$ cat config.mk
export PLATFORM = sky130hd
export DESIGN_NAME = dsp_writeback_flat
export DESIGN_NICKNAME = d
export VERILOG_FILES = /design/src/rtl/dsp_writeback_if.sv /design/src/rtl/dsp_writeback.sv /design/src/flat_wrapper.sv
export SDC_FILE = /design/constraint.sdc
export NUM_CORES = 1
export LEC_CHECK = 0
export CAP_MARGIN = 20
export CORE_UTILIZATION = 60
export DETAILED_ROUTE_END_ITERATION = 7
export MAX_ROUTING_LAYER = met4
export PLACE_DENSITY = 0.81
export SKIP_LAST_GASP = 1
export SLEW_MARGIN = 20
export SYNTH_ARGS = -nofsm -noshare
export SYNTH_HDL_FRONTEND = slang
export SYNTH_SLANG_ARGS = --single-unit
$ cat constraint.sdc
create_clock -name clk -period 4.7 [get_ports clk]
set_clock_uncertainty 0.05 [all_clocks]
set_input_delay 0.47 -clock clk [delete_from_list [all_inputs] [get_ports clk]]
set_output_delay 0.47 -clock clk [all_outputs]
set_load 0.02 [all_outputs]
$ cat src/rtl/dsp_writeback_if.sv
// Bus bundle between the memory stage, decode, and the write-back stage.
interface dsp_writeback_if #(
    parameter int DATA_W     = 16,
    parameter int REG_ADDR_W = 4,
    parameter int CNT_W      = 16
);
    logic                  stall;
    logic                  flush;
    logic                  valid_in;
    logic [DATA_W-1:0]     mem_out_in;
    logic                  wb_en_in;
    logic [REG_ADDR_W-1:0] wb_dest_in;
    logic [REG_ADDR_W-1:0] rd_addr_a;
    logic [REG_ADDR_W-1:0] rd_addr_b;
    logic [DATA_W-1:0]     rd_data_a;
    logic [DATA_W-1:0]     rd_data_b;
    logic                  wb_valid;
    logic [REG_ADDR_W-1:0] wb_dest;
    logic [DATA_W-1:0]     wb_data;
    logic [CNT_W-1:0]      retire_count;

    // Write-back stage side.
    modport slave (
        input  stall, flush, valid_in, mem_out_in, wb_en_in, wb_dest_in,
        input  rd_addr_a, rd_addr_b,
        output rd_data_a, rd_data_b, wb_valid, wb_dest, wb_data, retire_count
    );

    // Upstream / decode side.
    modport master (
        output stall, flush, valid_in, mem_out_in, wb_en_in, wb_dest_in,
        output rd_addr_a, rd_addr_b,
        input  rd_data_a, rd_data_b, wb_valid, wb_dest, wb_data, retire_count
    );
endinterface

$ cat src/rtl/dsp_writeback.sv
// Write-back stage: MEM/WB register, 16-entry register file with bypassed
// read ports, and a saturating retired-instruction counter.
module dsp_writeback #(
    parameter int DATA_W     = 16,
    parameter int REG_ADDR_W = 4,
    parameter int CNT_W      = 16
) (
    input  logic          clk,
    input  logic          rst_n,
    dsp_writeback_if.slave bus
);
    localparam int NREGS = 1 << REG_ADDR_W;

    logic                  wb_valid;
    logic                  wb_en_q;
    logic [REG_ADDR_W-1:0] wb_dest;
    logic [DATA_W-1:0]     wb_data;
    logic [CNT_W-1:0]      retire_count;
    logic [DATA_W-1:0]     regs [NREGS];
    logic                  commit;
    logic                  capture;
    logic [DATA_W-1:0]     rd_data_a;
    logic [DATA_W-1:0]     rd_data_b;

    // The held instruction commits regardless of this cycle's stall/flush.
    assign commit  = wb_valid & wb_en_q & (wb_dest != '0);
    assign capture = bus.valid_in & ~bus.stall & ~bus.flush;

    // MEM/WB register: flush empties the stage, stall holds it, else capture.
    always_ff @(posedge clk or negedge rst_n) begin
        if (!rst_n) begin
            wb_valid <= 1'b0;
            wb_en_q  <= 1'b0;
            wb_dest  <= '0;
            wb_data  <= '0;
        end else if (bus.flush) begin
            wb_valid <= 1'b0;
            wb_en_q  <= 1'b0;
        end else if (!bus.stall) begin
            wb_valid <= bus.valid_in;
            wb_en_q  <= bus.wb_en_in;
            wb_dest  <= bus.wb_dest_in;
            wb_data  <= bus.mem_out_in;
        end
    end

    // Register file write from the MEM/WB register; R0 is never written.
    always_ff @(posedge clk or negedge rst_n) begin
        if (!rst_n) begin
            for (int i = 0; i < NREGS; i++) begin
                regs[i] <= '0;
            end
        end else if (commit) begin
            regs[wb_dest] <= wb_data;
        end
    end

    // Retire counter saturates at all-ones instead of wrapping.
    always_ff @(posedge clk or negedge rst_n) begin
        if (!rst_n) begin
            retire_count <= '0;
        end else if (capture && (retire_count != {CNT_W{1'b1}})) begin
            retire_count <= retire_count + 1'b1;
        end
    end

    // Read ports: R0 is zero, then bypass from MEM/WB, then the file.
    always_comb begin
        rd_data_a = regs[bus.rd_addr_a];
        if (bus.rd_addr_a == '0) begin
            rd_data_a = '0;
        end else if (wb_valid && wb_en_q && (wb_dest == bus.rd_addr_a)) begin
            rd_data_a = wb_data;
        end

        rd_data_b = regs[bus.rd_addr_b];
        if (bus.rd_addr_b == '0) begin
            rd_data_b = '0;
        end else if (wb_valid && wb_en_q && (wb_dest == bus.rd_addr_b)) begin
            rd_data_b = wb_data;
        end
    end

    assign bus.rd_data_a    = rd_data_a;
    assign bus.rd_data_b    = rd_data_b;
    assign bus.wb_valid     = wb_valid;
    assign bus.wb_dest      = wb_dest;
    assign bus.wb_data      = wb_data;
    assign bus.retire_count = retire_count;
endmodule

$ cat src/flat_wrapper.sv
// flat-port wrapper written by rule: the top's interface ports become plain ports
module dsp_writeback_flat 
#(
    parameter int DATA_W     = 16,
    parameter int REG_ADDR_W = 4,
    parameter int CNT_W      = 16
)
  (clk, rst_n, bus_stall, bus_flush, bus_valid_in, bus_mem_out_in, bus_wb_en_in, bus_wb_dest_in, bus_rd_addr_a, bus_rd_addr_b, bus_rd_data_a, bus_rd_data_b, bus_wb_valid, bus_wb_dest, bus_wb_data, bus_retire_count);
  dsp_writeback_if #(.DATA_W(DATA_W), .REG_ADDR_W(REG_ADDR_W), .CNT_W(CNT_W)) bus_i ();
  input  logic clk;
  input  logic rst_n;
  input wire logic [$bits(bus_i.stall)-1:0] bus_stall;
  input wire logic [$bits(bus_i.flush)-1:0] bus_flush;
  input wire logic [$bits(bus_i.valid_in)-1:0] bus_valid_in;
  input wire logic [$bits(bus_i.mem_out_in)-1:0] bus_mem_out_in;
  input wire logic [$bits(bus_i.wb_en_in)-1:0] bus_wb_en_in;
  input wire logic [$bits(bus_i.wb_dest_in)-1:0] bus_wb_dest_in;
  input wire logic [$bits(bus_i.rd_addr_a)-1:0] bus_rd_addr_a;
  input wire logic [$bits(bus_i.rd_addr_b)-1:0] bus_rd_addr_b;
  output wire logic [$bits(bus_i.rd_data_a)-1:0] bus_rd_data_a;
  output wire logic [$bits(bus_i.rd_data_b)-1:0] bus_rd_data_b;
  output wire logic [$bits(bus_i.wb_valid)-1:0] bus_wb_valid;
  output wire logic [$bits(bus_i.wb_dest)-1:0] bus_wb_dest;
  output wire logic [$bits(bus_i.wb_data)-1:0] bus_wb_data;
  output wire logic [$bits(bus_i.retire_count)-1:0] bus_retire_count;
  assign bus_i.stall = bus_stall;
  assign bus_i.flush = bus_flush;
  assign bus_i.valid_in = bus_valid_in;
  assign bus_i.mem_out_in = bus_mem_out_in;
  assign bus_i.wb_en_in = bus_wb_en_in;
  assign bus_i.wb_dest_in = bus_wb_dest_in;
  assign bus_i.rd_addr_a = bus_rd_addr_a;
  assign bus_i.rd_addr_b = bus_rd_addr_b;
  assign bus_rd_data_a = bus_i.rd_data_a;
  assign bus_rd_data_b = bus_i.rd_data_b;
  assign bus_wb_valid = bus_i.wb_valid;
  assign bus_wb_dest = bus_i.wb_dest;
  assign bus_wb_data = bus_i.wb_data;
  assign bus_retire_count = bus_i.retire_count;
  dsp_writeback #(.DATA_W(DATA_W), .REG_ADDR_W(REG_ADDR_W), .CNT_W(CNT_W)) u_core (.clk(clk), .rst_n(rst_n), .bus(bus_i));
endmodule
# After elaboration in Yosys (flattened, before gate mapping)
# Index checks and enable logic that the tools add are counted.
word_totals:
  ff_bits: 294
  output_inout_bits: 69
  wordCells: 65
op_classes:
  n_addsub: 1
  order_cmp: 4
  n_eq_ne: 4
  n_mux: 17
  bitwise: 9
  n_reduce_logical: 9
ops:
  columns: ["cell", "count"]
  rows:
  - ["bitwise mux 256 bit", 1]
  - ["two-way mux 16 bit", 9]
  - ["binary-select mux 16 bit (select 4 bit)", 2]
  - ["demux 16 bit (select 4 bit)", 1]
  - ["adder 16 x 1 -> 16 bit, second input constant", 1]
  - ["!= test 16 bit, second input constant", 1]
  - [">= comparator 5 bit, second input constant", 3]
  - ["inverter 4 -> 5 bit", 3]
  - ["== test 4 bit", 2]
  - ["logical NOT 4 bit", 2]
  - ["logical AND 1 bit", 5]
  - ["less-than comparator 5 x 1 -> 1 bit, second input constant", 1]
  - ["AND 1 bit", 4]
  - ["two-way mux 1 bit", 4]
  - ["nonzero test 4 bit", 1]
  - ["!= test 2 x 1 -> 1 bit, second input constant", 1]
  - ["inverter 1 bit", 2]
  - ["AND reduction 2 bit", 1]

# Depth between registers and ports, before layout
# Gate-level depths: netlist of the first run.
logic_depth:
  word_depth: 6
  depth_mapped: 8

# Worst setup path after synthesis of the first run
# Ideal clock, no wire load.
synth_timing:
  path_type: "input to output"
  from: "input port bus_rd_addr_a[2]"
  to: "output port bus_rd_data_a[10]"
  t_arrival_ns: 2.059
  slack_ns: 2.121
  cell_stages: 7
  cell_sequence: "buf_2 -> or3b_2 -> clkbuf_1 -> buf_2 -> o22ai_1 -> a211oi_1 -> a31oi_1"
synth_between:
  elab_chain_cells: 6
  word_cells_on_any_way: 9
  cone_classes: "eq/ne (1); mux (5); bitwise (1); reduce/logical (2)"
synth_rtl:
  columns: ["element", "line", "text"]
  rows:
  - ["start, declared", "flat_wrapper.sv:18", "input wire logic [$bits(bus_i.rd_addr_a)-1:0] bus_rd_addr_a;"]
  - ["inverter 4 -> 5 bit (not written as such)", "dsp_writeback.sv:69", "rd_data_a = regs[bus.rd_addr_a];"]
  - ["binary-select mux 16 bit (select 4 bit)", "dsp_writeback.sv:69", null]
  - ["two-way mux 16 bit (not written as such) (2 in series)", "dsp_writeback.sv:69", null]
  - ["two-way mux 16 bit", "dsp_writeback.sv:72", "end else if (wb_valid && wb_en_q && (wb_dest == bus.rd_addr_a)) begin"]
  - ["two-way mux 16 bit *", "dsp_writeback.sv:70", "if (bus.rd_addr_a == '0) begin"]
  - ["end, declared", "flat_wrapper.sv:20", "output wire logic [$bits(bus_i.rd_data_a)-1:0] bus_rd_data_a;"]
# Mark *: on every way between the ends. The rest lies on a longest branch, timed or not. The select of a mux whose other input is x is not followed.

# Worst setup path in the final report of the first run
layout_timing:
  from: "input port bus_rd_addr_a[3]"
  to: "output port bus_rd_data_a[5]"
# Same word-level chain as after synthesis.

==> reports/metrics.yaml, run 1 <==
wl_met1_um: 17100
final_nets: 1258
coreArea_um2: 25400
syn_area_um2: 15700
min_path_type: "flop to flop"
relSlewSlack_pct: 38.5
finalSetupTns_ns: 0
finalHoldViolCount: 0
final_common_cell: "dfrtp_1"
io_buffers: 102
antenna_found_initial: 1
synthArstFlopShare_pct: 100
worst_pin_slew_ns: 0.923
gr-usage-all-layers_pct: 31.8
dr.max_layer_used: "met4"
synth_seq_cells: 294
period_minus_slack_ns: 3.99
power_mw: 6.45
gr-total-overflow: 0
start_util_pct: 61.7
yosys_warnings: 0
mostFrequentLayoutCells: "dfrtp_1, mux2_2, mux2i_1, clkdlybuf4s50_1"
syn_nets: 1211
ir_drop_v: 0.000342
reg2reg_from: "u_core.bus.wb_dest[3]"
start_kind: "input pin"
firstDrtPassIters: 7
whs_path_depth: 0
crit_required_ns: 4.18
htreeDepth: 1
antenna_left: 0
fp.dieW_um: 164
r2r_slack_ns: 2.38
critPathMaxFanout: 16
row_count: 58
routed-wl-met2_um: 18400
num_io_pins: 103
fin_crit_sh_pct: 84.8
powerDensity_nw_per_um2: 363
area_delta_synth_final_pct: 13.4
yosysUniqueCellTypes: 45
routabilityCongestion: 0.917
fillers: 1761
r2r_cells: 3
arrival_ns: 3.47
grt_pass1_wl_um: 63300
max_cap_viol_count: 0
grt_max_degree: 113
drive_gt1_share_pct: 34.8
vias: 10700
clkSlewWorstSetupHoldPaths_ns: 0.06
synthCells: 1176
outcome: "finished, final reports clean"
crit_type: "input pin to primary output"
setup_viol_count_final: 0
clock_latency_ns: 0.55
root_buffer: "clkbuf_16"
post-route-drc-count: 0
post_drt_via_cell_ratio: 6.78
fin_util_pct: 70.0
holdCritStartpoint: "u_core.regs[241]"
worstSetupEndpointType: "primary output"
numCtsBuffers: 31
clk_path_buf_depth: 3
dominantRegCellSynth: "dfrtp_1"
cts_tree: "yes"
p_leak_nw: 8.02
dpl.hpwl_um: 26900
max_freq_ghz: 0.251
syn_avg_cell_area_um2: 13.3
cts_resized: 0
grt_pass1_vias: 10800
dr.first_iter.drc_count: 979
whs_endpoint: "u_core.regs[241]"
synth-edff-count: 0
rsz0062_at_grt: "no"
seq_area_frac_synth_pct: 46.9
dr_wl_met3_um: 3070
maxSlewViolCount: 0
wl_per_cell_um: 25.2
die_h_um: 164
reg2reg_to: "u_core.regs[187]"
cts_sinks: 294
dieArea_um2: 26800
drt-total-wl_um: 39700
[cells by family after synthesis]
kind of cell	count (synthesis)	share of synthesized area (%)
compound gates	166	7.57
xor+xnor	20	1.12
fa+ha+maj	1	0.0798
buf+inv	130	4.13
flops	294	46.9
mux	457	36.4
simple gates	108	3.77
[layout make-up]
type	count	area (µm²)	share of cell area, %
repair buffers	138	1290	7.24
inverters	6	22.5	0.127
clock buffers	40	880	4.95
multi-input cells	752	7680	43.2
well taps	330	413	2.32
diodes	1	2.50	0.0141
clock inverters	16	135	0.760
flip-flops and latches	294	7360	41.4
[report_power, final]
group,switching [mW],total (mW),internal (mW)
sequential,0.302,3.04,2.74
clock,1.01,2.43,1.42
combinational,0.472,0.971,0.499
[critical path, stage by stage]
cell             delay [ns]
clkdlybuf4s50_1        0.68
buf_4                  0.32
or3b_2                 0.69
o22ai_1                0.25
a211oi_1               0.07
a31oi_1                0.30
clkdlybuf4s50_1        0.68
[cell usage after synthesis, types with 5 or more instances]
| cell | n | area share [%] |
|---|---|---|
| a211oi_1 | 32 | 1.5 |
| a31oi_1 | 21 | 0.84 |
| a31oi_2 | 9 | 0.72 |
| buf_1 | 8 | 0.19 |
| buf_2 | 34 | 1.1 |
| buf_4 | 19 | 0.91 |
| buf_6 | 6 | 0.43 |
| clkbuf_1 | 57 | 1.4 |
| dfrtp_1 | 294 | 47 |
| inv_1 | 6 | 0.14 |
| mux2_1 | 7 | 0.50 |
| mux2_2 | 255 | 18 |
| mux2i_1 | 131 | 8.4 |
| mux4_2 | 64 | 9.2 |
| nand2_1 | 7 | 0.17 |
| nand3_1 | 40 | 1.3 |
| nor2_1 | 18 | 0.43 |
| nor3_1 | 5 | 0.16 |
| o22ai_1 | 64 | 2.6 |
| o31ai_1 | 32 | 1.5 |
| or3_1 | 7 | 0.28 |
| xnor2_1 | 11 | 0.61 |
| xor2_1 | 9 | 0.50 |
[worst max-delay path by stage]
stage | start | endpoint | slack [ns] | cells past startpoint
2_1_floorplan | bus_rd_addr_a[2] | bus_rd_data_a[10] | 2.12 | 7
3_3_place_gp | bus_rd_addr_b[3] | bus_rd_data_b[0] | 0.80 | 7
3_5_place_dp | bus_rd_addr_b[3] | bus_rd_data_b[6] | 0.78 | 7
4_1_cts | bus_rd_addr_b[3] | bus_rd_data_b[6] | 0.79 | 7
5_1_grt | bus_rd_addr_b[3] | bus_rd_data_b[2] | 0.61 | 7
6_report | bus_rd_addr_a[3] | bus_rd_data_a[5] | 0.71 | 7
[repair_timing]
action / 4_1_cts / 5_1_grt
setup buffers: 0 / 0
endpoints found under the hold margin: 40 / 0
endpoints found under the setup margin: 0 / 0
hold buffers: 1 / 0
[flip-flops by register name, indices dropped and copies added, names as in the netlist]
name,count
u_core.regs,256
u_core.bus.retire_count,16
u_core.bus.wb_data,16
u_core.bus.wb_dest,4
u_core.bus.wb_valid,1
u_core.wb_en_q,1
[routing by layer]
layer	up-vias	global-route usage (%)
met4	0	9.93
met5	-	-
li1	4581	-
met2	502	47.4
met1	5530	45.3
met3	81	4.75
[metrics by stage]
step	setup slack (ns)	hold WS [ns]	area, µm²	instances
2_1_floorplan	2.12	0.124	15700	1176
3_3_place_gp	0.804	0.334	16700	1519
3_5_place_dp	0.782	0.338	16700	1519
4_1_cts	0.789	0.351	17800	1576
5_1_grt	0.614	0.360	17800	1577
6_report	0.713	0.350	17800	1577
No activity file was read; power rests on OpenSTA's default activity.
==> inputs of run 2 (changes only) <==
- CORE_UTILIZATION: 60 -> 54
- PLACE_DENSITY: 0.81 -> 0.77
- clock period: 4.7 -> 3.3 ns (I/O delays scaled with it)
==> run 2 against run 1 <==
  * Critical path depth down 1
  * Sequential share of layout area shrank 0.91 points
  * Register-to-register slack lost 1.5 ns
  * Combinational power increased by 61%
  * Critical path type is now flop to primary output
  * Via count rose by 1.4%
  * Global-route usage shrank 0.65 points
  * Hold slack worse by 0.066 ns
  * Die area rose by 11%
  * Cell count increased by 5.3%
  * Highest routed layer unchanged
==> reports/metrics.yaml, run 2 (synthesized netlist as in run 1, its figures left out) <==
outcome: "finished, final reports clean"
row_count: 61
fp.dieW_um: 172
relSlewSlack_pct: 24.2
period_minus_slack_ns: 3.23
post-route-drc-count: 0
firstDrtPassIters: 7
htreeDepth: 1
r2r_cells: 4
grt_pass1_vias: 11100
reg2reg_from: "u_core.bus.wb_dest[3]"
n_antenna_cell: 0
max_cap_viol_count: 0
p_leak_nw: 8.34
gr-total-overflow: 0
max_freq_ghz: 0.310
multiInputGateArea_um2: 7690
fin_crit_sh_pct: 97.8
critPathMaxFanout: 9
ir_drop_v: 0.000538
die_h_um: 172
rsz0062_at_grt: "no"
maxSlewViolCount: 0
crit_required_ns: 2.92
mostFrequentLayoutCells: "dfrtp_1, mux2_2, mux2i_1, clkdlybuf4s50_1, buf_4"
top_register: "u_core.regs"
worstSetupEndpointType: "primary output"
start_kind: "flop"
gr-usage-all-layers_pct: 31.2
top_regs: "u_core.regs: 256 flops, u_core.bus.retire_count: 16 flops, u_core.bus.wb_data: 16 flops"
grt_max_degree: 79
worst_pin_slew_ns: 1.14
power_mw: 9.13
fin_util_pct: 64.5
area_delta_synth_final_pct: 16.0
num_io_pins: 103
dr.first_iter.drc_count: 1166
arrival_ns: 2.85
register_area_um2: 7360
coreArea_um2: 28200
post_drt_via_cell_ratio: 6.53
final_nets: 1297
start_util_pct: 55.6
numCtsBuffers: 31
cts_tree: "yes"
antenna_found_initial: 0
fillers: 2055
r2r_slack_ns: 0.85
grt_pass1_wl_um: 67300
root_buffer: "clkbuf_16"
final_common_cell: "dfrtp_1"
dieArea_um2: 29700
dpl.hpwl_um: 30200
clk_path_buf_depth: 3
clock_latency_ns: 0.57
postCtsSetupBuffers: 0
io_buffers: 102
wl_per_cell_um: 26.1
antenna_left: 0
powerDensity_nw_per_um2: 502
setup_viol_count_final: 0
crit_type: "flop to primary output"
routabilityCongestion: 1.01
reg2reg_to: "u_core.regs[188]"
cts_sinks: 294
drive_gt1_share_pct: 36.3
clkSlewWorstSetupHoldPaths_ns: 0.06
largest_reg_flops: 256
vias: 10800
drt-total-wl_um: 43200
finalHoldViolCount: 0
min_path_type: "input pin to async pin"
run 2: cell count changes in the layout (fill, tap and decap cells not counted), moves of 2 or more:
cell             delta
clkinv_2            -9
or3b_2              -2
or3b_4              +2
dlymetal6s2s_1      +9
buf_12              +7
clkbuf_1            +7
clkdlybuf4s50_1     -9
bufinv_16           -2
buf_4              +32
run 2: final cells by class:
| type | count | area share, % |
|---|---|---|
| inverters | 6 | 0.124 |
| repair buffers | 177 | 9.29 |
| multi-input cells | 752 | 42.3 |
| clock buffers | 47 | 4.98 |
| well taps | 378 | 2.60 |
| clock inverters | 6 | 0.213 |
| flip-flops and latches | 294 | 40.5 |
run 2: what timing repair did:
| action | CTS | global route |
|---|---|---|
| resized for setup | 4 | 11 |
| hold buffers | 1 | 0 |
| endpoints found under the hold margin | 75 | 0 |
| setup endpoints to repair | 19 | 14 |
run 2: routing by layer:
metal	GRT usage, %	routed length [µm]
met5	-	0
met4	8.39	1070
met3	3.34	2940
met2	47.7	20200
met1	44.5	19100
run 2: how the worst max path moves through the flow:
stage	from	to	slack, ns	cells past startpoint
floorplan	u_core.bus.wb_dest[3]	bus_rd_data_b[10]	0.94	7
global placement	bus_rd_addr_b[3]	bus_rd_data_b[1]	-0.06	6
detailed placement	bus_rd_addr_b[3]	bus_rd_data_b[0]	-0.07	6
CTS	u_core.bus.wb_dest[1]	bus_rd_data_b[4]	-0.01	6
global route	bus_rd_addr_a[3]	bus_rd_data_a[6]	0.02	10
finish	u_core.bus.wb_dest[2]	bus_rd_data_b[10]	0.07	6
run 2: worst max-delay path, stage by stage (launching register included):
cell and delay [ns]:
dfrtp_2 0.49, inv_1 0.15, a2111o_1 0.40, or2_1 0.23, buf_4 0.20, a31oi_2 0.17, clkdlybuf4s50_1 0.63
run 2: through the flow:
step	instance area [µm²]	setup TNS (ns)	setup slack, ns	hold slack (ns)	cells
2_1_floorplan	15700	0	0.944	-0.0156	1176
3_3_place_gp	17200	-0.148	-0.0554	0.296	1606
3_5_place_dp	17200	-0.629	-0.0704	0.297	1606
4_1_cts	18100	-0.0136	-0.0136	0.306	1660
5_1_grt	18200	0	0.0222	0.319	1660
6_report	18200	0	0.0733	0.285	1660
run 2: power breakdown:
part | leakage [nW] | switching (mW) | internal (mW)
registers | 4.00 | 0.374 | 3.90
logic | 3.88 | 0.788 | 0.767
clock network | 0.460 | 1.43 | 1.87
==> inputs of run 3 (changes only) <==
--- a/constraint.sdc
+++ b/constraint.sdc
@@ -3,3 +3,3 @@
 set_input_delay 0.33 -clock clk [delete_from_list [all_inputs] [get_ports clk]]
 set_output_delay 0.33 -clock clk [all_outputs]
-set_load 0.02 [all_outputs]
+set_load 0.01 [all_outputs]
==> run 3 against run 2 <==
  * Global-route usage up 0.12 points
  * Largest power group unchanged
  * Die area stayed put
  * Power increased by 2.6%
  * Critical endpoint is now bus_rd_data_a[7]
  * Clock-buffer cell count is 1 higher
==> reports/metrics.yaml, run 3 (synthesized netlist as in run 1, its figures left out) <==
outcome: "finished, final reports clean"
io_buffers: 102
largest_reg_flops: 256
root_buffer: "clkbuf_16"
postCtsSetupBuffers: 0
fin_hold_ws_ns: 0.306
routabilityCongestion: 0.975
start_kind: "input pin"
dpl.hpwl_um: 29200
r2r_cells: 4
firstDrtPassIters: 5
pre_cts_slack_ns: -0.128
top_register: "u_core.regs"
dr.first_iter.drc_count: 897
cts_tree: "yes"
gr-usage-all-layers_pct: 31.3
coreArea_um2: 28200
grt_pass1_vias: 11100
n_antenna_cell: 0
wl_per_cell_um: 25.9
grt_max_degree: 94
crit_required_ns: 2.92
clkSlewWorstSetupHoldPaths_ns: 0.06
final_cell_count_no_fill: 1650
top_regs: "u_core.regs: 256 flops, u_core.bus.retire_count: 16 flops, u_core.bus.wb_data: 16 flops"
ir_drop_v: 0.000447
drt-total-wl_um: 42700
finalHoldViolCount: 0
fin_crit_sh_pct: 98.4
powerDensity_nw_per_um2: 515
worstSetupEndpointType: "primary output"
num_io_pins: 103
dieArea_um2: 29700
final_common_cell: "dfrtp_1"
cts_sinks: 294
fp.dieW_um: 172
p_leak_nw: 8.20
numCtsBuffers: 34
htreeDepth: 2
fin_ws_ns: 0.0542
relSlewSlack_pct: 26.2
r2r_slack_ns: 0.86
row_count: 61
maxSlewViolCount: 0
worst_pin_slew_ns: 1.11
antenna_left: 0
crit_type: "input pin to primary output"
post-place-cells: 1594
antenna_found_initial: 0
max_cap_viol_count: 0
finalSetupTns_ns: 0
clock_latency_ns: 0.51
vias: 10800
gr-total-overflow: 0
arrival_ns: 2.87
setup_viol_count_final: 0
mostFrequentLayoutCells: "dfrtp_1, mux2_2, mux2i_1, clkdlybuf4s50_1, mux4_2"
max_freq_ghz: 0.308
min_path_type: "input pin to async pin"
drive_gt1_share_pct: 36.3
clk_path_buf_depth: 3
post-route-drc-count: 0
critPathMaxFanout: 20
post_drt_via_cell_ratio: 6.54
start_util_pct: 55.6
period_minus_slack_ns: 3.25
final_nets: 1288
grt_pass1_wl_um: 67600
rsz0062_at_grt: "no"
area_delta_synth_final_pct: 16.1
die_h_um: 172
fillers: 2088
## run 3: cell count changes in the layout (fill, tap and decap cells not counted), sizes merged
cell / previous run / this run
bufinv: 0 / 1
clkbuf: 47 / 48
clkinvlp: 2 / 0
dlymetal6s2s: 9 / 0
clkinv: 3 / 5
buf: 81 / 69
clkdlybuf4s50: 86 / 95
## run 3: final timing paths
check                                 startpoint                          end
hold / removal                             rst_n  u_core.bus.retire_count[10]
setup / recovery                bus_rd_addr_a[3]             bus_rd_data_a[7]
hold reg to reg                 u_core.regs[250]             u_core.regs[250]
setup reg to reg           u_core.bus.wb_dest[3]             u_core.regs[187]
max in group asynchronous                  rst_n             u_core.regs[118]
min in group clk                u_core.regs[250]             u_core.regs[250]
## run 3: layout make-up
type	count	area (µm²)	share of cell area [%]
repair buffers	165	1560	8.60
clock buffers	48	1010	5.58
inverters	6	22.5	0.124
clock inverters	7	63.8	0.351
flip-flops and latches	294	7360	40.5
well taps	378	473	2.60
multi-input cells	752	7700	42.3
## run 3: worst max-delay path, stage by stage
cell             delay (ns)
clkdlybuf4s50_1        0.52
buf_12                 0.22
or3_1                  0.33
buf_4                  0.22
o22ai_1                0.24
a211oi_1               0.11
a31oi_1                0.30
clkdlybuf4s50_1        0.60
## run 3: metrics by stage
step	cell area [µm²]	total power [mW]	util, %
2_1_floorplan	15700	5.04	-
3_3_place_gp	17100	5.71	60.7
3_5_place_dp	17100	5.76	60.7
4_1_cts	18200	9.40	64.5
5_1_grt	18200	9.70	64.6
6_report	18200	9.37	64.6
## run 3: power breakdown
group	switching [mW]	total, mW	internal [mW]
combinational	0.689	1.44	0.755
sequential	0.372	4.28	3.91
clock	1.44	3.65	2.20
total	2.50	9.37	6.87
## run 3: what timing repair did
item / CTS / global route
gates cloned: 0 / 0
endpoints found under the setup margin: 10 / 9
gates resized for setup: 2 / 5
hold buffers: 1 / 0
endpoints found under the hold margin: 59 / 0
## run 3: metal layers
layer	track usage [%]	routed length, µm	up-vias
li1	-	-	4628
met1	45.5	19200	5648
met2	45.8	19600	435
met3	4.53	2890	81
met4	8.81	1030	0
met5	-	0	-
